==> config.mk <==
export PLATFORM = sky130hd
export DESIGN_NAME = ifu_prefetch
export DESIGN_NICKNAME = d
export VERILOG_FILES = /design/src/rtl/cpu_pkg.sv /design/src/rtl/ifu_fifo.sv /design/src/rtl/ifu_prefetch.sv
export SDC_FILE = /design/constraint.sdc
export NUM_CORES = 1
export LEC_CHECK = 0
export BUFFER_PORTS_ARGS = -buffer_cell sky130_fd_sc_hd__buf_2
export CAP_MARGIN = 25
export CELL_PAD_IN_SITES_DETAIL_PLACEMENT = 2
export CELL_PAD_IN_SITES_GLOBAL_PLACEMENT = 2
export CORE_ASPECT_RATIO = 0.75
export CORE_MARGIN = 4
export CORE_UTILIZATION = 45
export DETAILED_ROUTE_END_ITERATION = 8
export GPL_ROUTABILITY_DRIVEN = 0
export PLACE_DENSITY = 0.88
export RECOVER_POWER = 25
export SYNTH_ARGS = -nofsm -noshare
export SYNTH_HDL_FRONTEND = slang
export SYNTH_SLANG_ARGS = --single-unit
export TNS_END_PERCENT = 20
==> constraint.sdc <==
create_clock -name clk -period 6.2 [get_ports clk]
set_input_delay 0.31 -clock clk [delete_from_list [all_inputs] [get_ports clk]]
set_output_delay 0.31 -clock clk [all_outputs]
set_load 0.02 [all_outputs]
==> src/rtl/cpu_pkg.sv <==
// Shared CPU front-end definitions: reset fetch address, instruction size and the
// prefetch entry layout.
package cpu_pkg;

  localparam logic [31:0] RESET_PC_DEFAULT = 32'h0000_3000;
  localparam int unsigned INSTR_BYTES      = 4;
  localparam int unsigned INSTR_W_DEFAULT  = 32;

  typedef struct packed {
    logic [31:0]                pc;
    logic [INSTR_W_DEFAULT-1:0] instr;
  } fetch_entry_t;

  function automatic logic [31:0] word_align(input logic [31:0] addr);
    return addr & ~32'h3;
  endfunction

endpackage

==> src/rtl/ifu_fifo.sv <==
// Synchronous FIFO with flush; storage is registered so the head entry comes
// straight from a flop.
module ifu_fifo #(
  parameter int unsigned DEPTH = 4,
  parameter int unsigned WIDTH = 64
) (
  input  logic                     clk,
  input  logic                     reset,
  input  logic                     push,
  input  logic [WIDTH-1:0]         wdata,
  input  logic                     pop,
  input  logic                     flush,
  output logic [WIDTH-1:0]         rdata,
  output logic [$clog2(DEPTH):0]   count,
  output logic                     empty
);

  localparam int unsigned PTR_W = $clog2(DEPTH);
  localparam int unsigned CNT_W = PTR_W + 1;

  logic [WIDTH-1:0] mem_q [DEPTH];
  logic [PTR_W-1:0] wptr_q, rptr_q;
  logic [CNT_W-1:0] count_q;
  logic             push_en, pop_en;

  assign empty   = (count_q == '0);
  assign count   = count_q;
  assign rdata   = mem_q[rptr_q];
  // Flush dominates; the caller never pushes into a full FIFO.
  assign push_en = push && !flush;
  assign pop_en  = pop && !empty && !flush;

  always_ff @(posedge clk or negedge reset) begin
    if (!reset) begin
      for (int i = 0; i < int'(DEPTH); i++) begin
        mem_q[i] <= '0;
      end
      wptr_q  <= '0;
      rptr_q  <= '0;
      count_q <= '0;
    end else if (flush) begin
      wptr_q  <= '0;
      rptr_q  <= '0;
      count_q <= '0;
    end else begin
      if (push_en) begin
        mem_q[wptr_q] <= wdata;
        wptr_q        <= wptr_q + 1'b1;
      end
      if (pop_en) begin
        rptr_q <= rptr_q + 1'b1;
      end
      count_q <= count_q + CNT_W'(push_en) - CNT_W'(pop_en);
    end
  end

endmodule

==> src/rtl/ifu_prefetch.sv <==
// Instruction fetch unit: credit-limited in-order requests to a variable-latency
// instruction memory, prefetch FIFO towards decode, and redirect with response dropping.
module ifu_prefetch
  import cpu_pkg::*;
#(
  parameter logic [31:0] RESET_PC   = RESET_PC_DEFAULT,
  parameter int unsigned FIFO_DEPTH = 4,
  parameter int unsigned INSTR_W    = 32
) (
  input  logic               clk,
  input  logic               reset,
  input  logic               redirect_valid,
  input  logic [31:0]        redirect_pc,
  output logic               im_req_valid,
  input  logic               im_req_ready,
  output logic [31:0]        im_req_addr,
  input  logic               im_rsp_valid,
  input  logic [INSTR_W-1:0] im_rsp_instr,
  output logic               id_valid,
  input  logic               id_ready,
  output logic [31:0]        id_pc,
  output logic [INSTR_W-1:0] id_instr
);

  localparam int unsigned CNT_W   = $clog2(FIFO_DEPTH) + 1;
  localparam int unsigned ENTRY_W = 32 + INSTR_W;
  localparam logic [31:0] PC_STEP = 32'(INSTR_BYTES);

  logic [31:0]      fetch_pc_q, fetch_pc_d;
  logic [31:0]      rsp_pc_q, rsp_pc_d;
  logic [CNT_W-1:0] inflight_q, inflight_d;
  logic [CNT_W-1:0] drop_cnt_q, drop_cnt_d;

  logic [CNT_W-1:0]   fifo_count;
  logic               fifo_empty;
  logic [ENTRY_W-1:0] fifo_rdata;
  logic [CNT_W:0]     occupancy;
  logic               credit, req_fire, rsp_accept, rsp_drop, push, pop;

  // Outstanding requests plus buffered words never exceed the FIFO size, so every
  // response is guaranteed a slot. A pop in this cycle is deliberately not credited.
  assign occupancy  = {1'b0, inflight_q} + {1'b0, fifo_count};
  assign credit     = occupancy < (CNT_W + 1)'(FIFO_DEPTH);
  assign im_req_valid = reset && credit && !redirect_valid;
  assign im_req_addr  = fetch_pc_q;
  assign req_fire   = im_req_valid && im_req_ready;

  assign rsp_accept = im_rsp_valid && (inflight_q != '0);
  assign rsp_drop   = (drop_cnt_q != '0);
  assign push       = rsp_accept && !rsp_drop && !redirect_valid;
  assign pop        = !fifo_empty && id_ready && !redirect_valid;

  assign id_valid = !fifo_empty;
  assign id_pc    = fifo_rdata[ENTRY_W-1 -: 32];
  assign id_instr = fifo_rdata[INSTR_W-1:0];

  always_comb begin
    fetch_pc_d = fetch_pc_q;
    rsp_pc_d   = rsp_pc_q;
    drop_cnt_d = drop_cnt_q;
    inflight_d = inflight_q + CNT_W'(req_fire) - CNT_W'(rsp_accept);
    if (redirect_valid) begin
      fetch_pc_d = word_align(redirect_pc);
      rsp_pc_d   = word_align(redirect_pc);
      // Everything still outstanding after this cycle belongs to the old stream.
      drop_cnt_d = inflight_q - CNT_W'(rsp_accept);
    end else begin
      if (req_fire) begin
        fetch_pc_d = fetch_pc_q + PC_STEP;
      end
      if (rsp_accept && rsp_drop) begin
        drop_cnt_d = drop_cnt_q - 1'b1;
      end
      if (push) begin
        rsp_pc_d = rsp_pc_q + PC_STEP;
      end
    end
  end

  always_ff @(posedge clk or negedge reset) begin
    if (!reset) begin
      fetch_pc_q <= RESET_PC;
      rsp_pc_q   <= RESET_PC;
      inflight_q <= '0;
      drop_cnt_q <= '0;
    end else begin
      fetch_pc_q <= fetch_pc_d;
      rsp_pc_q   <= rsp_pc_d;
      inflight_q <= inflight_d;
      drop_cnt_q <= drop_cnt_d;
    end
  end

  ifu_fifo #(
    .DEPTH (FIFO_DEPTH),
    .WIDTH (ENTRY_W)
  ) u_fifo (
    .clk   (clk),
    .reset (reset),
    .push  (push),
    .wdata ({rsp_pc_q, im_rsp_instr}),
    .pop   (pop),
    .flush (redirect_valid),
    .rdata (fifo_rdata),
    .count (fifo_count),
    .empty (fifo_empty)
  );

  rsp_without_request: assert property (@(posedge clk) disable iff (!reset)
    !(im_rsp_valid && (inflight_q == '0)));

endmodule

Yosys cells after proc, flatten, opt, wreduce, memory -nomap -nowiden
Index checks and enable logic that the tools add are counted.
Widths: inputs -> output; s select.
- bitwise gates (word level): 3
- add/sub/neg operators: 11
- reductions and logical operators: 25
- magnitude comparators: 4
- mux-type cells: 17
- operators by type and width (operator ; number):
    $bwmux 256 ; 1
    $mux 64 ; 3
    $bmux 64 s2 ; 1
    $demux 64 s2 ; 1
    $mux 32 ; 4
    $add 32x3->32 const B ; 2
    $logic_and 1x1->1 ; 13
    $reduce_bool 2->1 ; 5
    $mux 3 ; 3
    $sub 3x1->3 ; 3
    $mux 2 ; 4
    $add 3x1->3 ; 2
    $ge 3x3->1 const B ; 2
    $not 2->3 ; 2
    $reduce_bool 3->1 ; 2
    $add 2x1->2 const B ; 2
    $add 3x3->4 ; 1
    $lt 4x3->1 const B ; 1
    $logic_not 1->1 ; 3
    $logic_not 3->1 ; 1
    $lt 3x1->1 const B ; 1
    $sub 3x1->3 const B ; 1
    $reduce_and 2->1 ; 1
    $not 1->1 ; 1
- register bits: 333
- output and inout port bits: 98
- word-level logic and storage cells: 71
- bits of input ports: 70

Longest topological paths before layout
Gate-level depths: netlist of run 1.
- depth after elaboration: 8
- depth in mapped cells: 13
- depth with buffers taken out: 11

Cells and area by module
Synthesis of run 1 repeated with hierarchy kept, for this count alone.
- cell total of the unflattened synthesis: 1092
- area, all modules: 15650.0 um2
- by module, submodules not included (module ; area each (um2) ; times used ; cells each):
    ifu_fifo ; 11639.9 ; 1 ; 662
    ifu_prefetch ; 4010.1 ; 1 ; 430

Worst setup path before layout of run 1
No wires, ideal clock.
- kind: reg2reg
- from: register inflight_q[1]
- to: register inflight_q[2]
- arrival time: 2.614 ns
- clock period less this slack: 2.743 ns
- path buffers: 2
- cell stages (with the launch flop): 14
- data required time: 6.071 ns
- path slack: 3.457 ns
- setup time: 0.129 ns
- cells stage by stage: dfrtp_1 -> ha_1 -> nand3_1 -> and4_1 -> buf_4 -> inv_2 -> clkbuf_1 -> ha_1 -> inv_1 -> ha_1 -> inv_1 -> fa_1 -> xnor2_1 -> xnor2_1
- longest elaborated chain between the ends: 7
- elaborated cells on any way between the ends: 9
- those cells by class: add/sub: 3; order compare: 1; reduce/logical: 5
- RTL lines (item ; RTL line ; text):
    from (decl) ; ifu_prefetch.sv:31 ; logic [CNT_W-1:0] inflight_q, inflight_d;
    from (signal assigned) ; ifu_prefetch.sv:89 ; inflight_q <= inflight_d;
    $add 3x3->4 ; ifu_prefetch.sv:42 ; assign occupancy = {1'b0, inflight_q} + {1'b0, fifo_count};
    $lt 4x3->1 ; ifu_prefetch.sv:43 ; assign credit = occupancy < (CNT_W + 1)'(FIFO_DEPTH);
    $logic_and 1x1->1 (2 in a row) ; ifu_prefetch.sv:44 ; assign im_req_valid = reset && credit && !redirect_valid;
    $logic_and 1x1->1 ; ifu_prefetch.sv:46 ; assign req_fire = im_req_valid && im_req_ready;
    $add 3x1->3 ; ifu_prefetch.sv:61 ; inflight_d = inflight_q + CNT_W'(req_fire) - CNT_W'(rsp_accept);
    $sub 3x1->3 (*) ; ifu_prefetch.sv:61 ;
    via inflight_d[2] ; ifu_prefetch.sv:31 ;
Mark *: on every way through the listed nets, which the timed path passes. The rest lies on a longest branch.
A chain may end at the register's enable or synchronous reset.

Worst setup path in the final report of run 1
- from: register u_fifo.rptr_q[0]
- to: output port id_pc[19]
- longest elaborated chain between the ends: 4
- RTL lines (item ; RTL line ; text):
    from (decl) ; ifu_fifo.sv:22 ; logic [PTR_W-1:0] wptr_q, rptr_q;
    from (signal assigned) ; ifu_fifo.sv:51 ; rptr_q <= rptr_q + 1'b1;
    $not 2->3 (not written as such) ; ifu_fifo.sv:28 ; assign rdata = mem_q[rptr_q];
    $bmux 64 s2 ; ifu_fifo.sv:28 ;
    $mux 64 (not written as such) (2 in a row) ; ifu_fifo.sv:28 ;
    to (decl) ; ifu_prefetch.sv:21 ; output logic [31:0] id_pc,
No other way between the ends. The select of a mux whose other input is x is not followed.

==> impl_metrics.yaml, run 1 <==
run_status:
  status: "finished, violations left"
  failed_checks: "capacitance limit, slew limit"
setup_path:
  path_buf_inv: 2
  worstPathArrival_ps: 4220
  critPathKind: "reg2out"
  crit_family: "flip-flops"
  critPathSlowestCell: "dfrtp_1"
  max_stage_delay_ps: 2100
  path_cells: "buf_4, mux4_2, buf_2"
  worstPathRequired_ps: 5890
  rrSetupSlack_ps: 2770
  critPathLaunchType: "register"
  end_kind: "primary output"
  crit_fanout: 38
floorplan:
  die_area_um2: 36600
  die_width_um: 220
  start_util_pct: 46.2
  num_rows: 57
  die_h_um: 167
  core_um2: 32700
  ioPinCount: 168
route:
  drcViolationCount: 0
  vias: 9615
  post_drt_wl_per_cell_um: 26.2
  vias_per_cell: 5.75
  totalWireLength_mm: 43.8
  ant_nets: 0
  drt-pass1-iter-count: 5
  drt_iter0_drc: 468
layout:
  drive_above_1_share_pct: 24.6
  fin_cells: 1671
  design_area_um2: 17400
  area_growth_pct: 15.3
  nets: 1292
timing:
  fin_skew_ps: 23.2
  rsz0062_at_grt: "false"
  tightest_slew_ps: 2600
  finalCritPeriodShare_pct: 73.0
  fin_crit_ps: 4530
  setup_violations: 0
  slew_headroom_pct: -73.1
  slew_viol_final: 39
  fin_setup_tns_ps: 0
  hold_viol: 0
  max_clock_freq_mhz: 221
logic_synthesis:
  yosysMostFrequentCell: "dfrtp_1"
  synthesis.area_um2: 15100
  avgSynthCellArea_um2: 14.3
  postSynthCellCount: 1058
  yosysWarnings: 0
  synth_largest_area_cell: "dfrtp_1"
  synthDistinctLibCells: 54
  synthFlopType: "dfrtp_1"
  ys_seq_area_share_pct: 53.2
  async_reset_ff_share_pct: 100
  synth_top_area_share_pct: 52.5
  ys_ff_latch: 321
  synth_area_leaders: "dfrtp_1 52%, mux2_1 18%, mux4_2 9.2%, xor2_1 1.8%, ha_1 1.3%"
  synth_edf_count: 0
  synth_common_cells: "317 x dfrtp_1, 240 x mux2_1, 62 x mux4_2"
power:
  peakVddDrop_v: 0.000266
  power_density_nw_per_um2: 426
  p_leak_nw: 8.13
hold_path:
  hold_class: "in2reg"
placement:
  post_dp_cell_area_um2: 16100
  place_inst: 1604
  hpwl_mm: 27.1
  io_buffers: 161
clocking:
  htree_levels: 2
  clkSinkCount: 321
  cts_root_buf: "clkbuf_16"
  clockBufferDepth: 3
  clock_latency_ps: 540
  numCtsBuffers: 35
  cts_tree: "yes"
  path_clk_slew_ps: 60
global_route:
  antenna_found_initial: 1
  grt_pass1_vias: 11229
  grt_pass1_wl_mm: 69.1
  grt_max_degree: 107
  overflow: 0
  grt.total_usage_pct: 24.2
run:
  drv_cap: 1
## worst paths after layout
path,start,depth (start not counted),endpoint
max in group asynchronous,reset,6,u_fifo.mem_q[88]$_DFFE_PN0P_
min reg2reg,u_fifo.mem_q[152]$_DFFE_PN0P_,1,u_fifo.mem_q[152]$_DFFE_PN0P_
min in group asynchronous,reset,2,u_fifo.mem_q[171]$_DFFE_PN0P_
max reg2reg,inflight_q[2]$_DFF_PN0_,11,inflight_q[2]$_DFF_PN0_
min,redirect_pc[27],3,im_req_addr[27]$_DFFE_PN0P_
max,u_fifo.rptr_q[0]$_DFFE_PN0P_,3,id_pc[19]
## tightest hold or removal path: cells and delay by family
| kind | cells | cell delay (ps) |
|---|---|---|
| and+or+nand+nor | 2 | 130 |
| buffers and inverters | 1 | 80 |
## kinds of logic after synthesis
logic type               Yosys count  synth area share [%]
AO/OA/AOI/OAI                     74                  3.34
flip-flops                       321                  53.2
adder cells (fa/ha/maj)           18                  1.59
XOR/XNOR                          51                  2.96
other                              1                0.0248
buffers and inverters             87                  3.43
AND/OR/NAND/NOR                  188                  7.16
multiplexers                     318                  28.3
## metal layers
metal / global-route usage (%) / wire length [um]
met5: 0 / 0
met1: 32.2 / 19100
met3: 3.73 / 1650
met4: 5.16 / 739
met2: 42.3 / 22300
## sequential cells by signal (all words and copies together) (netlist names)
signal,cells
u_fifo.mem_q,248
im_req_addr,30
drop_cnt_q,3
inflight_q,3
u_fifo.count,3
rsp_pc_q,30
u_fifo.rptr_q,2
u_fifo.wptr_q,2
## cell usage in the layout, fill, tap and decap left out, drive strengths merged, types with 5 or more instances in the layout
| cell | instances |
|---|---|
| a21boi | 19 |
| a21oi | 6 |
| and2 | 9 |
| and3 | 11 |
| and4 | 5 |
| buf | 144 |
| bufinv | 5 |
| clkbuf | 78 |
| clkinv | 7 |
| dfrtp | 317 |
| ha | 16 |
| inv | 19 |
| mux2 | 255 |
| mux4 | 62 |
| nand2 | 44 |
| nand2b | 13 |
| nand3 | 29 |
| nand4 | 26 |
| nor2 | 24 |
| nor3 | 11 |
| nor4 | 7 |
| o211ai | 9 |
| o21ai | 23 |
| o311ai | 5 |
| xnor2 | 20 |
| xor2 | 31 |
## repair_timing
| action | CTS | global route |
|---|---|---|
| endpoints found under the hold margin | 99 | 0 |
| buffers inserted | 0 | 0 |
| gates resized for setup | 0 | 0 |
| hold buffers | 1 | 0 |
## cell type report
type,instances,area [um^2]
repair buffers,175,948
multi-input cells,653,6580
well taps,442,553
flip-flops and latches,321,8040
clock buffers,48,1030
inverters,18,67.6
clock inverters,13,205
fillers,3010,15300
diodes,1,2.50
## report_power, final
| part | switching, mW | leakage [nW] | total, mW | internal [mW] |
|---|---|---|---|---|
| Sequential | 0.441 | 4.20 | 3.00 | 2.56 |
| Clock | 0.883 | 0.611 | 2.25 | 1.37 |
| Combinational | 1.17 | 3.32 | 2.16 | 0.985 |
| Total | 2.50 | 8.13 | 7.41 | 4.92 |
## metrics by stage
stage	worst slack, ps	util (%)	total power [mW]	hold slack, ps
after floorplan	3460	-	4.36	14.4
after global placement	2560	49.3	5.00	426
after detailed placement	2470	49.3	5.16	428
after CTS	2350	53.0	7.50	2.71
after global routing	1260	53.2	7.82	25.2
final	1670	53.2	7.41	25.8
No activity file was read; power rests on OpenSTA's default activity.
==> run 2, diff against run 1 <==
- CORE_UTILIZATION: 45 -> 42
- PLACE_DENSITY: 0.88 -> 0.83
- clock period: 6.2 -> 4.3 ns (I/O delays scaled with it)
==> impl_metrics.yaml, run 2 (same netlist as run 1, synthesis figures left out) <==
placement:
  place_inst: 1622
  hpwl_mm: 27.3
  io_buffers: 161
setup_path:
  critPathLaunchType: "register"
  crit_fanout: 40
  worstPathRequired_ps: 4090
  critPathKind: "reg2out"
  worstPathArrival_ps: 2750
  worstSetupStartpoint: "u_fifo.rptr_q[0]$_DFFE_PN0P_"
  reg2reg_from: "inflight_q[1]$_DFF_PN0_"
  rr_worst_depth: 11
  end_kind: "primary output"
clocking:
  clkSinkCount: 321
  cts_root_buf: "clkbuf_16"
  post_cts_buffers: 0
  clockBufferDepth: 3
  clock_latency_ps: 520
  cts_tree: "yes"
  numCtsBuffers: 35
  path_clk_slew_ps: 60
  htree_levels: 2
timing:
  rsz0062_at_grt: "false"
  fin_setup_tns_ps: 0
  slew_viol_final: 0
  slew_headroom_pct: 32.8
  fin_crit_ps: 2960
  hold_viol: 0
  fin_skew_ps: 17.1
  setup_violations: 0
  finalCritPeriodShare_pct: 68.9
  tightest_slew_ps: 999
  whs_ps: 12.3
  max_clock_freq_mhz: 337
route:
  ant_nets: 0
  drcViolationCount: 0
  drt_iter0_drc: 487
  met3_length_mm: 1.43
  wl_met1_mm: 19.1
  highest_layer: "met5"
  drt-pass1-iter-count: 4
  post_drt_wl_per_cell_um: 25.0
  totalWireLength_mm: 43.4
  vias: 9813
  met2WireLength_mm: 21.9
  vias_per_cell: 5.66
power:
  p_leak_nw: 8.29
  power_density_nw_per_um2: 585
  peakVddDrop_v: 0.000384
global_route:
  grt_pass1_vias: 11375
  antenna_found_initial: 1
  grt_max_degree: 138
  grt.total_usage_pct: 22.6
  grt_pass1_wl_mm: 68.6
  overflow: 0
layout:
  final_cell_mix: "315 x dfrtp_1, 240 x mux2_1, 130 x buf_2, 62 x mux4_2, 49 x dlygate4sd3_1"
  num_antenna_cells: 0
  fin_cells: 1734
  largest_reg_flops: 248
  nets: 1343
  top_register: "u_fifo.mem_q"
  final_common_cell: "dfrtp_1"
  area_growth_pct: 18.2
  drive_above_1_share_pct: 23.4
  fin_util_pct: 50.9
  nFillCells: 3280
floorplan:
  ioPinCount: 168
  die_area_um2: 39100
  core_um2: 35100
  start_util_pct: 43.1
  die_h_um: 172
  num_rows: 59
  die_width_um: 227
hold_path:
  min_from: "redirect_pc[29]"
  hold_depth: 3
  hold_class: "in2reg"
run:
  drv_cap: 0
run_status:
  status: "completed"
[run 2: changes by cell type in the layout (fill, tap and decap cells not counted), sizes merged]
cell         change
bufinv           -4
buf              +3
clkbuf           +7
diode            -1
clkinv           -4
dlygate4sd3     +48
inv              -1
[run 2: power by group]
part,switching (mW),internal [mW]
Combinational,1.69,1.45
Sequential,0.622,3.70
Clock,1.23,1.77
[run 2: per-layer routing]
layer	vias up	GRT usage (%)
met4	2	5.57
met2	167	39.5
met5	-	0
met3	68	3.53
met1	5309	30.0
li1	4267	-
[run 2: layout make-up]
type / count / area (um^2) / area share, %
Sequential cell: 321 / 8040 / 45.0
Tap cell: 457 / 572 / 3.20
Clock buffer: 55 / 1070 / 6.01
Multi-Input combinational cell: 653 / 6580 / 36.8
Clock inverter: 4 / 45.0 / 0.252
Inverter: 18 / 67.6 / 0.378
Timing Repair Buffer: 226 / 1480 / 8.30
[run 2: worst paths after layout]
check                                                 to  slack [ps]
setup / recovery                             id_instr[7]        1340
hold / removal               im_req_addr[29]$_DFFE_PN0P_          10
setup reg to reg                 inflight_q[2]$_DFF_PN0_        1410
hold reg to reg             u_fifo.mem_q[29]$_DFFE_PN0P_         480
max in group asynchronous  u_fifo.mem_q[122]$_DFFE_PN0P_        2060
min in group asynchronous   u_fifo.mem_q[36]$_DFFE_PN0P_         220
[run 2: what timing repair did]
action	in CTS	in global routing
hold endpoints to repair	204	0
resized for setup	0	0
hold buffers	49	0
[run 2: metrics by stage]
step / instance area [um^2] / power [mW] / setup WS, ps
2_1_floorplan: 15100 / 6.28 / 1560
3_3_place_gp: 16200 / 7.24 / 1530
3_5_place_dp: 16200 / 7.44 / 1460
4_1_cts: 17800 / 10.6 / 1230
5_1_grt: 17900 / 11.1 / 1190
6_report: 17900 / 10.5 / 1340
[run 2: worst max-delay path, cell delays in order, from the launching register on]
cell and delay, ps:
dfrtp_4 1020, buf_4 430, mux4_2 580, buf_2 180
==> run 3, diff against run 2 <==
- clock period: 4.3 -> 2.86 ns (I/O delays scaled with it)
==> impl_metrics.yaml, run 3 (same netlist as run 1, synthesis figures left out) <==
power:
  p_leak_nw: 8.51
  power_density_nw_per_um2: 890
  power.total_mw: 16.2
  peakVddDrop_v: 0.000626
layout:
  fin_util_pct: 51.9
  top_register: "u_fifo.mem_q"
  final_common_cell: "dfrtp_1"
  final_cell_mix: "315 x dfrtp_1, 240 x mux2_1, 160 x buf_2, 62 x mux4_2, 56 x dlygate4sd3_1"
  area_growth_pct: 20.5
  design_area_um2: 18200
  largest_reg_flops: 248
  drive_above_1_share_pct: 26.7
  nets: 1362
clocking:
  ctsHoldBuffers: 56
  clock_latency_ps: 510
  numCtsBuffers: 35
  clockBufferDepth: 3
  path_clk_slew_ps: 70
  cts_tree: "yes"
  htree_levels: 2
  cts-resized-gates: 0
  cts_root_buf: "clkbuf_16"
  clkSinkCount: 321
  post_cts_buffers: 0
timing:
  rsz0062_at_grt: "false"
  slew_viol_final: 138
  slew_headroom_pct: -26.9
  fin_crit_ps: 2680
  hold_viol: 0
  whs_ps: 51.1
  fin_skew_ps: 14.4
  finalCritPeriodShare_pct: 93.8
  fin_setup_tns_ps: 0
  tightest_slew_ps: 1900
  max_clock_freq_mhz: 373
  setup_violations: 0
global_route:
  grt_pass1_wl_mm: 70.8
  antenna_found_initial: 2
  grt_max_degree: 138
  grt_use_met2_pct: 41.4
  grtUsageMet1_pct: 30.6
  grt.total_usage_pct: 23.5
  grt_use_met3_pct: 3.94
  grt_pass1_vias: 11546
  overflow: 0
  busiest_layer: "met2"
floorplan:
  core_um2: 35100
  ioPinCount: 168
  die_h_um: 172
  die_area_um2: 39100
  num_rows: 59
  start_util_pct: 43.1
  die_width_um: 227
setup_path:
  end_kind: "register"
  crit_fanout: 6
  worstPathArrival_ps: 3110
  reg2reg_from: "inflight_q[1]$_DFF_PN0_"
  critPathLaunchType: "register"
  critPathSlowestCell: "dfrtp_1"
  max_stage_delay_ps: 500
  path_common_cell: "inv_1"
  rr_worst_depth: 9
  critPathKind: "reg2reg"
  r2r-end: "inflight_q[2]$_DFF_PN0_"
  path_cells: "o31ai_4, inv_1, ha_1, inv_1, ha_1, inv_1, fa_1, xnor2_1, xnor2_1"
  rrSetupSlack_ps: 180
  worstPathRequired_ps: 3290
run_status:
  failed_checks: "capacitance limit, slew limit"
  status: "finished, violations left"
hold_path:
  whs_endpoint: "im_req_addr[17]$_DFFE_PN0P_"
  min_from: "redirect_pc[17]"
  hold_class: "in2reg"
  hold_depth: 3
placement:
  hpwl_mm: 28.6
  io_buffers: 161
  post_dp_cell_area_um2: 16400
route:
  totalWireLength_mm: 45.1
  vias: 9863
  drcViolationCount: 0
  post_drt_wl_per_cell_um: 25.7
  ant_nets: 0
  drt-pass1-iter-count: 4
  vias_per_cell: 5.62
  drt_iter0_drc: 539
run:
  drv_cap: 1
-- run 3: cell types whose count changed in the layout (fill, tap and decap cells not counted), moves of 2 or more --
cell	before	now
clkbuf_1	40	7
buf_2	130	160
buf_16	3	0
buf_12	2	11
dlygate4sd3_1	49	56
bufinv_16	1	5
buf_6	2	0
buf_4	9	15
clkinvlp_4	0	3
-- run 3: area by class of cell --
cell class | count | area [um^2]
Inverter | 18 | 67.6
Tap cell | 457 | 572
Fill cell | 3280 | 16900
Clock buffer | 51 | 1050
Timing Repair Buffer | 245 | 1720
Clock inverter | 10 | 183
Antenna cell | 1 | 2.50
Multi-Input combinational cell | 653 | 6580
Sequential cell | 321 | 8040
-- run 3: report_power, final --
| group | leakage, nW | switching (mW) | internal [mW] |
|---|---|---|---|
| logic | 3.72 | 2.70 | 2.25 |
| clock network | 0.593 | 1.84 | 2.99 |
| registers | 4.19 | 0.853 | 5.57 |
-- run 3: metal layers --
layer | routed length [um] | vias up
li1 | - | 4306
met1 | 19200 | 5302
met2 | 23200 | 189
met3 | 1810 | 66
met4 | 969 | 0
met5 | 0 | -
-- run 3: how the worst max path moves through the flow --
stage | start | endpoint | cells after the start
3_5_place_dp | inflight_q[2]$_DFF_PN0_ | inflight_q[2]$_DFF_PN0_ | 11
3_3_place_gp | inflight_q[2]$_DFF_PN0_ | inflight_q[2]$_DFF_PN0_ | 11
6_report | inflight_q[1]$_DFF_PN0_ | inflight_q[2]$_DFF_PN0_ | 9
4_1_cts | inflight_q[2]$_DFF_PN0_ | inflight_q[2]$_DFF_PN0_ | 11
2_1_floorplan | inflight_q[1]$_DFF_PN0_ | inflight_q[2]$_DFF_PN0_ | 13
5_1_grt | inflight_q[2]$_DFF_PN0_ | inflight_q[2]$_DFF_PN0_ | 11
-- run 3: worst max-delay path: cells and delay by family (launching register included) --
| family | cells | cell delay, ps |
|---|---|---|
| AO/OA/AOI/OAI | 1 | 500 |
| XOR/XNOR | 2 | 430 |
| buffers and inverters | 3 | 320 |
| adder cells (fa/ha/maj) | 3 | 860 |
| flip-flops | 1 | 500 |
-- run 3: metrics by stage --
step | worst slack [ps] | std cells
floorplan | 117 | 1061
global placement | 432 | 1638
detailed placement | 279 | 1638
CTS | 171 | 1755
global route | 38.8 | 1755
finish | 178 | 1756
